## config.mk

```make
export PLATFORM = sky130hd
export DESIGN_NAME = jellyvl_etherneco_packet_parser
export DESIGN_NICKNAME = d
export VERILOG_FILES = /design/src/rtl/jellyvl_etherneco_packet_parser.sv
export SDC_FILE = /design/constraint.sdc
export NUM_CORES = 1
export LEC_CHECK = 0
export ABC_AREA = 1
export CORE_UTILIZATION = 40
export DETAILED_ROUTE_END_ITERATION = 7
export GPL_TIMING_DRIVEN = 0
export PLACE_DENSITY = 0.67
export SYNTH_ARGS = -nofsm -noshare
export SYNTH_HDL_FRONTEND = slang
export SYNTH_SLANG_ARGS = --single-unit
```

## constraint.sdc

```tcl
create_clock -name clk_i -period 3.9 [get_ports clk_i]
set_clock_uncertainty 0.05 [all_clocks]
set_input_delay 0.585 -clock clk_i [delete_from_list [all_inputs] [get_ports clk_i]]
set_output_delay 0.585 -clock clk_i [all_outputs]
set_load 0.005 [all_outputs]
```

## src/rtl/jellyvl_etherneco_packet_parser.sv

```systemverilog
// jellyvl_etherneco_packet_parser: splits an EtherNeco byte stream into header fields and an indexed payload stream.
// Checks the length field against MAX_LENGTH and the trailing CRC-32 FCS.
module jellyvl_etherneco_packet_parser #(
   parameter logic [15:0] MAX_LENGTH = 16'hffff,
   parameter bit          CRC_ENABLE = 1'b1,
   parameter bit          DEBUG      = 1'b0
) (
   input  logic        rst_n_i,
   input  logic        clk_i,
   input  logic        s_rx_first_i,
   input  logic        s_rx_last_i,
   input  logic [7:0]  s_rx_data_i,
   input  logic        s_rx_valid_i,
   output logic        rx_start_o,
   output logic        rx_end_o,
   output logic        rx_error_o,
   output logic [15:0] rx_length_o,
   output logic [7:0]  rx_type_o,
   output logic [7:0]  rx_node_o,
   output logic        m_payload_first_o,
   output logic        m_payload_last_o,
   output logic [15:0] m_payload_pos_o,
   output logic [7:0]  m_payload_data_o,
   output logic        m_payload_valid_o
);
   typedef enum logic [2:0] {IDLE, HEADER, PAYLOAD, FCS, DROP} state_t;

   function automatic logic [31:0] crc_byte(input logic [31:0] c, input logic [7:0] d);
      logic [31:0] r;
      r = c ^ {24'd0, d};
      for (int i = 0; i < 8; i++) r = r[0] ? (r >> 1) ^ 32'hedb88320 : r >> 1;
      return r;
   endfunction

   state_t      state_q, state_d;
   logic [15:0] cnt_q, cnt_d, len_q, len_d, pos_q, pos_d;
   logic [31:0] crc_q, crc_d;
   logic [7:0]  type_q, type_d, node_q, node_d, pdata_q, pdata_d;
   logic        ok_q, ok_d, pend_q, pend_d;
   logic        start_q, start_d, end_q, end_d, err_q, err_d;
   logic        pv_q, pv_d, pf_q, pf_d, pl_q, pl_d;

   logic [31:0] crc_nx, crc_out;
   logic [7:0]  fcs_byte;
   logic        too_long, at_end, fcs_match, fcs_good;

   assign crc_nx    = crc_byte(s_rx_first_i ? 32'hffffffff : crc_q, s_rx_data_i);
   assign crc_out   = ~crc_q;
   assign fcs_byte  = crc_out[{cnt_q[1:0], 3'b000} +: 8];
   assign fcs_match = s_rx_data_i == fcs_byte;
   assign fcs_good  = (ok_q && fcs_match) || !CRC_ENABLE;
   assign too_long  = cnt_q == 16'd3 && 32'({s_rx_data_i, len_q[7:0]}) > 32'(MAX_LENGTH);
   assign at_end    = cnt_q == len_q;

   always_comb begin
      state_d = state_q;
      cnt_d   = cnt_q;
      crc_d   = crc_q;
      ok_d    = ok_q;
      type_d  = type_q;
      node_d  = node_q;
      len_d   = len_q;
      start_d = 1'b0;
      end_d   = 1'b0;
      err_d   = pend_q;
      pend_d  = 1'b0;
      pv_d    = 1'b0;
      pf_d    = pf_q;
      pl_d    = pl_q;
      pos_d   = pos_q;
      pdata_d = pdata_q;
      if (s_rx_valid_i && s_rx_first_i) begin
         // a first byte aborts any frame still being parsed
         start_d = 1'b1;
         if (state_q != IDLE && state_q != DROP) err_d = 1'b1;
         type_d  = s_rx_data_i;
         crc_d   = crc_nx;
         cnt_d   = 16'd1;
         pend_d  = s_rx_last_i;
         state_d = s_rx_last_i ? IDLE : HEADER;
      end else if (s_rx_valid_i) begin
         case (state_q)
            HEADER: begin
               crc_d = crc_nx;
               cnt_d = cnt_q == 16'd3 ? 16'd0 : cnt_q + 16'd1;
               if (cnt_q == 16'd1) node_d = s_rx_data_i;
               if (cnt_q == 16'd2) len_d[7:0] = s_rx_data_i;
               if (cnt_q == 16'd3) len_d[15:8] = s_rx_data_i;
               if (too_long || s_rx_last_i) err_d = 1'b1;
               if (s_rx_last_i) state_d = IDLE;
               else if (cnt_q == 16'd3) state_d = too_long ? DROP : PAYLOAD;
            end
            PAYLOAD: begin
               pv_d    = 1'b1;
               pf_d    = cnt_q == 16'd0;
               pl_d    = at_end;
               pos_d   = cnt_q;
               pdata_d = s_rx_data_i;
               crc_d   = crc_nx;
               cnt_d   = at_end ? 16'd0 : cnt_q + 16'd1;
               ok_d    = 1'b1;
               if (s_rx_last_i) begin
                  err_d   = 1'b1;
                  state_d = IDLE;
               end else if (at_end) state_d = FCS;
            end
            FCS: begin
               ok_d  = ok_q && fcs_match;
               cnt_d = cnt_q + 16'd1;
               if (cnt_q[1:0] == 2'd3) begin
                  end_d   = s_rx_last_i && fcs_good;
                  err_d   = !(s_rx_last_i && fcs_good);
                  state_d = s_rx_last_i ? IDLE : DROP;
               end else if (s_rx_last_i) begin
                  err_d   = 1'b1;
                  state_d = IDLE;
               end
            end
            DROP: if (s_rx_last_i) state_d = IDLE;
            default: ;
         endcase
      end
   end

   always_ff @(posedge clk_i or negedge rst_n_i) begin
      if (!rst_n_i) begin
         state_q <= IDLE;
         cnt_q   <= '0;
         crc_q   <= '0;
         ok_q    <= 1'b0;
         type_q  <= '0;
         node_q  <= '0;
         len_q   <= '0;
         start_q <= 1'b0;
         end_q   <= 1'b0;
         err_q   <= 1'b0;
         pend_q  <= 1'b0;
         pv_q    <= 1'b0;
         pf_q    <= 1'b0;
         pl_q    <= 1'b0;
         pos_q   <= '0;
         pdata_q <= '0;
      end else begin
         state_q <= state_d;
         cnt_q   <= cnt_d;
         crc_q   <= crc_d;
         ok_q    <= ok_d;
         type_q  <= type_d;
         node_q  <= node_d;
         len_q   <= len_d;
         start_q <= start_d;
         end_q   <= end_d;
         err_q   <= err_d;
         pend_q  <= pend_d;
         pv_q    <= pv_d;
         pf_q    <= pf_d;
         pl_q    <= pl_d;
         pos_q   <= pos_d;
         pdata_q <= pdata_d;
      end
   end

   generate
      if (DEBUG) begin : g_debug
         (* mark_debug = "true" *) logic [6:0] dbg_unused_q;
         always_ff @(posedge clk_i or negedge rst_n_i) begin
            if (!rst_n_i) dbg_unused_q <= '0;
            else dbg_unused_q <= {state_q, start_q, end_q, err_q, pv_q};
         end
      end
   endgenerate

   assign rx_start_o        = start_q;
   assign rx_end_o          = end_q;
   assign rx_error_o        = err_q;
   assign rx_length_o       = len_q;
   assign rx_type_o         = type_q;
   assign rx_node_o         = node_q;
   assign m_payload_first_o = pf_q;
   assign m_payload_last_o  = pl_q;
   assign m_payload_pos_o   = pos_q;
   assign m_payload_data_o  = pdata_q;
   assign m_payload_valid_o = pv_q;
endmodule

```

=== Word level (Yosys, flattened, before mapping) ===
Index checks and enable logic that the tools add are counted.

* Reductions and logical operators: 21
* Eq/ne operators: 13
* Shift operators: 1
* Muxes and demuxes: 44
* Add/subtract/negate cells: 1
* Bitwise gates (word level): 11

{| class="wikitable"
|+ Operator list
! cell !! number
|-
| 32-bit 2-to-1 mux || 12
|-
| 13-bit NOT with 14-bit output || 8
|-
| 16-bit 2-to-1 mux || 4
|-
| 16-bit case mux with 3 select lines || 1
|-
| 16-bit by 2-bit equality test with 1-bit output, second input constant || 2
|-
| 32-bit NOT || 1
|-
| 32-bit by 6-bit variable part select with 8-bit output || 1
|-
| 32-bit by 8-bit XOR with 32-bit output || 1
|-
| 3-bit 2-to-1 mux || 9
|-
| 16-bit by 1-bit adder with 16-bit output, second input constant || 1
|-
| 16-bit by 1-bit equality test with 1-bit output, second input constant || 1
|-
| 16-bit equality test || 1
|-
| 16-bit logical NOT || 1
|-
| 4-bit AND reduction || 4
|-
| 1-bit 2-to-1 mux || 15
|-
| 3-bit case mux with 4 select lines || 1
|-
| 8-bit equality test || 1
|-
| 4-bit != test, second input constant || 2
|-
| 3-bit by 2-bit equality test with 1-bit output, second input constant || 2
|-
| 3-bit AND reduction || 2
|-
| 2-bit nonzero test || 3
|-
| 5-bit nonzero test || 1
|-
| 1-bit logical AND || 4
|-
| 1-bit case mux with 2 select lines || 2
|-
| other kinds (10) || 11
|}

* Flip-flop bits (word level): 115
* Logic and storage cells: 108
* Bits of input ports: 13

=== Longest topological paths before layout ===
* Depth in word-level cells: 21
* Gate-level depth with buffers: 16
* Mapped depth without buffers: 14

=== Worst setup path before layout ===
No wires, ideal clock.

* Path type: input-to-reg
* Start point: in s_rx_first_i
* End point: reg crc_q[20]
* Data arrival time: 2.027 ns
* Path buffers: 1
* Cell stages on the path: 10
* Slack: 1.706 ns
* Required time: 3.732 ns
* Cell sequence: buf_6 -> nor2_2 -> xor2_1 -> nand2_1 -> nand2_1 -> xor2_1 -> nand2_1 -> a21o_1 -> nand3_1 -> nand2_1

* Word-level cells in the longest chain between the ends: 19
* Elaborated cells between the ends (all ways): 23

{| class="wikitable"
|+ Ends and longest elaborated chain
! what !! line !! source
|-
| start, declared || 10 || <nowiki>input logic s_rx_first_i,</nowiki>
|-
| 32-bit 2-to-1 mux || 47 || <nowiki>assign crc_nx = crc_byte(s_rx_first_i ? 32'hffffffff : crc_q, s_rx_data_i);</nowiki>
|-
| 32-bit by 8-bit XOR with 32-bit output || 30 || <nowiki>r = c ^ {24'd0, d};</nowiki>
|-
| 13-bit NOT with 14-bit output (no source line) || - ||
|-
| 32-bit 2-to-1 mux || 31 || <nowiki>for (int i = 0; i < 8; i++) r = r[0] ? (r >> 1) ^ 32'hedb88320 : r >> 1;</nowiki>
|-
| 13-bit NOT with 14-bit output (no source line) || - ||
|-
| 32-bit 2-to-1 mux (2 in a row) || 31 ||
|-
| 13-bit NOT with 14-bit output (no source line) || - ||
|-
| 32-bit 2-to-1 mux || 31 ||
|-
| 13-bit NOT with 14-bit output (no source line) || - ||
|-
| 32-bit 2-to-1 mux (2 in a row) || 31 ||
|-
| 13-bit NOT with 14-bit output (no source line) || - ||
|-
| 32-bit 2-to-1 mux || 31 ||
|-
| 13-bit NOT with 14-bit output (no source line) || - ||
|-
| 32-bit 2-to-1 mux || 31 ||
|-
| 32-bit 2-to-1 mux || 82 || <nowiki>case (state_q)</nowiki>
|-
| 32-bit 2-to-1 mux || 81 || <nowiki>end else if (s_rx_valid_i) begin</nowiki>
|-
| 32-bit 2-to-1 mux || 72 || <nowiki>if (s_rx_valid_i && s_rx_first_i) begin</nowiki>
|-
| end signal, assigned || 146 || <nowiki>crc_q <= crc_d;</nowiki>
|-
| end, declared || 37 || <nowiki>logic [31:0] crc_q, crc_d;</nowiki>
|}

Parallel ways exist; a longest one is shown, timed or not. The select of a mux whose other input is x is not followed.
A chain may end at the register's enable or synchronous reset.

=== Final worst setup path ===
* Start point: in s_rx_data_i[1]
* End point: reg crc_q[20]

* Word-level cells in the longest chain between the ends: 16

{| class="wikitable"
|+ Ends and longest elaborated chain
! what !! line !! source
|-
| start, declared || 12 || <nowiki>input logic [7:0] s_rx_data_i,</nowiki>
|-
| 32-bit by 8-bit XOR with 32-bit output * || 30 ||
|-
| 32-bit 2-to-1 mux * (3 in a row) || 31 ||
|-
| 13-bit NOT with 14-bit output (no source line) || - ||
|-
| 32-bit 2-to-1 mux * || 31 ||
|-
| 13-bit NOT with 14-bit output (no source line) || - ||
|-
| 32-bit 2-to-1 mux * (2 in a row) || 31 ||
|-
| 13-bit NOT with 14-bit output (no source line) || - ||
|-
| 32-bit 2-to-1 mux * || 31 ||
|-
| 13-bit NOT with 14-bit output (no source line) || - ||
|-
| 32-bit 2-to-1 mux * || 31 ||
|-
| 32-bit 2-to-1 mux || 82 ||
|-
| 32-bit 2-to-1 mux || 81 ||
|-
| 32-bit 2-to-1 mux * || 72 ||
|}

Every way passes the cells marked *; elsewhere a longest branch is shown, timed or not. The select of a mux whose other input is x is not followed.

==> impl_metrics.py <==
metrics = {
    "timing": {
        "max-slew-margin-rel_pct": 61.23,
        "period_needed_ns": 2.736,
        "rsz0062_at_grt": "false",
        "finalCritPeriodShare_pct": 70.15,
        "hold_violations": 0,
        "fmax_ghz": 0.3655,
        "slew_violations": 0,
        "setup_viol": 0,
        "tightestPinTransition_ns": 0.5816,
        "setup_tns_ns": 0,
    },
    "cells_and_area": {
        "finish.utilization_pct": 51.80,
        "fin_area_um2": 7904,
        "num-fill-cells": 1424,
        "most-common-layout-cells": "214 x nand2_1, 115 x dfrtp_1, 81 x o21ai_0",
        "nNetsFinal": 882,
        "layout_commonest_cell": "nand2_1",
        "syn_to_final_growth_pct": 26.19,
        "antennaDiodeCount": 0,
        "drive_gt1_share_pct": 6.834,
    },
    "clocking": {
        "cts_tree": "built",
        "cts.sinks": 115,
        "htree_levels": 4,
        "hold_buffers": 0,
        "path_clk_slew_ns": 0.05,
        "cts_root_buf": "clkbuf_16",
        "numCtsBuffers": 17,
        "cts-resized-gates": 0,
        "cts_setup_buffers": 0,
        "insertion_delay_ns": 0.42,
        "cts_buffer_depth": 2,
    },
    "route": {
        "drc": 0,
        "totalWireLength_mm": 17.08,
        "final_antenna_net_count": 0,
        "dr.pass1.iters": 5,
        "wl_per_cell_um": 15.69,
        "drt_iter0_drc": 390,
        "vias_per_cell": 4.967,
        "vias": 5409,
    },
    "setup_path": {
        "start_kind": "input port",
        "cp_slowest_cell": "xor2_1",
        "worstSetupPathType": "input port to flip-flop",
        "crit_buf_inv": 2,
        "crit_top_cell": "nand2_1",
        "path_max_fanout": 7,
        "path_cells": "clkdlybuf4s50_1 -> inv_1 -> xor2_1 -> nand2_1 -> nand2_1 -> xor2_1 -> nand2_1 -> a21o_1 -> nand3_1 -> nand2_1",
        "cpPeakStageDelay_ns": 0.48,
        "required_ns": 4.15,
        "crit_path_end_kind": "flip-flop",
        "cp_top_family": "XOR/XNOR gates",
        "crit_arrival_ns": 2.98,
    },
    "synth": {
        "synth.avg_cell_area_um2": 8.113,
        "ys_ff_latch": 115,
        "ys_warn_count": 0,
        "synth.distinct_cells": 35,
        "synth.net_count": 789,
        "syn_area_um2": 6264,
        "postSynthCellCount": 772,
        "ys_seq_area_share_pct": 45.94,
    },
    "global_route": {
        "grt_max_degree": 67,
        "grt_usage_pct": 22.79,
        "antenna_found_initial": 0,
        "grt_pass1_wl_mm": 28.01,
        "overflow": 0,
        "grt_pass1_vias": 5312,
    },
    "job": {
        "maxCapViolations": 0,
    },
    "power_and_ir_drop": {
        "p_sw_mw": 2.466,
        "internal_power_mw": 3.780,
        "combPwrFrac_pct": 43.3,
        "clockPowerShare_pct": 26.1,
        "p_seq_share_pct": 30.6,
        "ir_worst_vdd_v": 0.0003612,
        "power-per-cell-area_nw_per_um2": 790.3,
        "p_leak_nw": 3.621,
        "swShare_pct": 39.49,
    },
    "hold_path": {
        "min_path_type": "input port to async pin",
    },
    "floorplanning": {
        "fp.dieArea_um2": 16160,
        "chipHeight_um": 127.1,
        "core_area_um2": 15260,
        "floorplan.rows": 45,
        "io_pins": 75,
        "initial_utilization_pct": 41.05,
        "die_x_um": 127.1,
    },
    "placed_design": {
        "place_area_um2": 7287,
        "place.gp.congestion": 0.9045,
        "dp_hpwl_mm": 12.37,
        "io_buffers": 73,
    },
    "outcome": {
        "outcome": "completed",
    },
}
==> layer usage <==
layer | vias to the layer above | track usage (%) | part of all wire (%)
met5 | - | 0 | 0
met1 | 2511 | 29.36 | 45
met2 | 202 | 36.88 | 47
met4 | 0 | 9.804 | 3.1
met3 | 40 | 5.235 | 5.6
li1 | 2656 | - | -
==> path summary, 6_finish.rpt <==
check	start	to	slack, ns	depth (start not counted)
max	s_rx_data_i[1]	crc_q[20]	1.16	10
min in group clk_i	m_payload_pos_o[9]	m_payload_pos_o[9]	0.43	2
min	rst_n_i	m_payload_data_o[4]	0.05	1
max reg2reg	cnt_q[1]	rx_error_o	1.45	15
min reg2reg	m_payload_pos_o[9]	m_payload_pos_o[9]	0.43	2
max in group asynchronous	rst_n_i	pend_q	3.05	2
==> power groups by stage <==
stage               Combinational (mW)  Clock [mW]  Sequential (mW)
finish                            2.70        1.63             1.91
global route                      3.03        1.72             1.96
CTS                               2.70        1.65             1.91
detailed placement                2.67           0             1.92
global placement                  2.63           0             1.92
floorplan                         1.82           0             1.85
==> synthesized netlist by cell type (all sizes together) <==
cell type	count	area (um^2)
a211oi	1	7.510
a21o	1	7.510
a21oi	6	30.03
a22oi	1	7.510
a2bb2oi	1	8.760
a31oi	5	31.28
buf	5	37.53
clkbuf	23	86.33
dfrtp	115	2878
ha	4	50.05
inv	60	225.2
nand2	217	822.0
nand3	45	225.2
nand4	7	43.79
nor2	76	312.8
nor3	12	65.06
nor4	2	12.51
o211ai	4	30.03
o21ai	87	435.4
o22ai	3	18.77
o31ai	1	7.510
or2	4	25.03
xnor2	37	331.6
xor2	55	564.3
==> final cells by class <==
| type | count | area [um^2] | area share, % |
|---|---|---|---|
| clock inverter | 13 | 183.9 | 2.327 |
| clock buffer | 19 | 432.9 | 5.477 |
| multi-input combinational | 569 | 3037 | 38.42 |
| sequential | 115 | 2878 | 36.41 |
| buffer | 28 | 123.9 | 1.567 |
| inverter | 60 | 225.2 | 2.849 |
| timing repair buffer | 74 | 759.5 | 9.609 |
| tap | 211 | 264.0 | 3.340 |
==> flip-flops by register name, indices dropped and copies added, names as in the netlist, 3 cells and up <==
register,flops
cnt_q,16
state_q,3
crc_q,32
m_payload_pos_o,16
rx_length_o,16
m_payload_data_o,8
rx_type_o,8
rx_node_o,8
==> stage by stage <==
step	power [mW]	cells	hold WS (ns)	worst slack [ns]
after global placement	4.546	1056	0.4170	-2.379
final	6.246	1089	0.05394	1.164
after floorplan	3.667	772	0.2394	1.706
after global routing	6.702	1089	0.07634	0.9407
after detailed placement	4.596	1057	0.4206	0.7943
after CTS	6.257	1089	0.06769	1.223
==> kinds of logic (layout without fill, tap and decap cells) <==
group,count (synthesis),in the layout,share of synthesized area [%]
flip-flops,115,115,45.94
buffers and inverters,88,194,5.573
XOR/XNOR,92,92,14.30
adder cells (fa/ha/maj),4,4,0.7991
AO/OA/AOI/OAI,110,110,9.329
AND/OR/NAND/NOR,363,363,24.05
No activity file was read; power rests on OpenSTA's default activity.
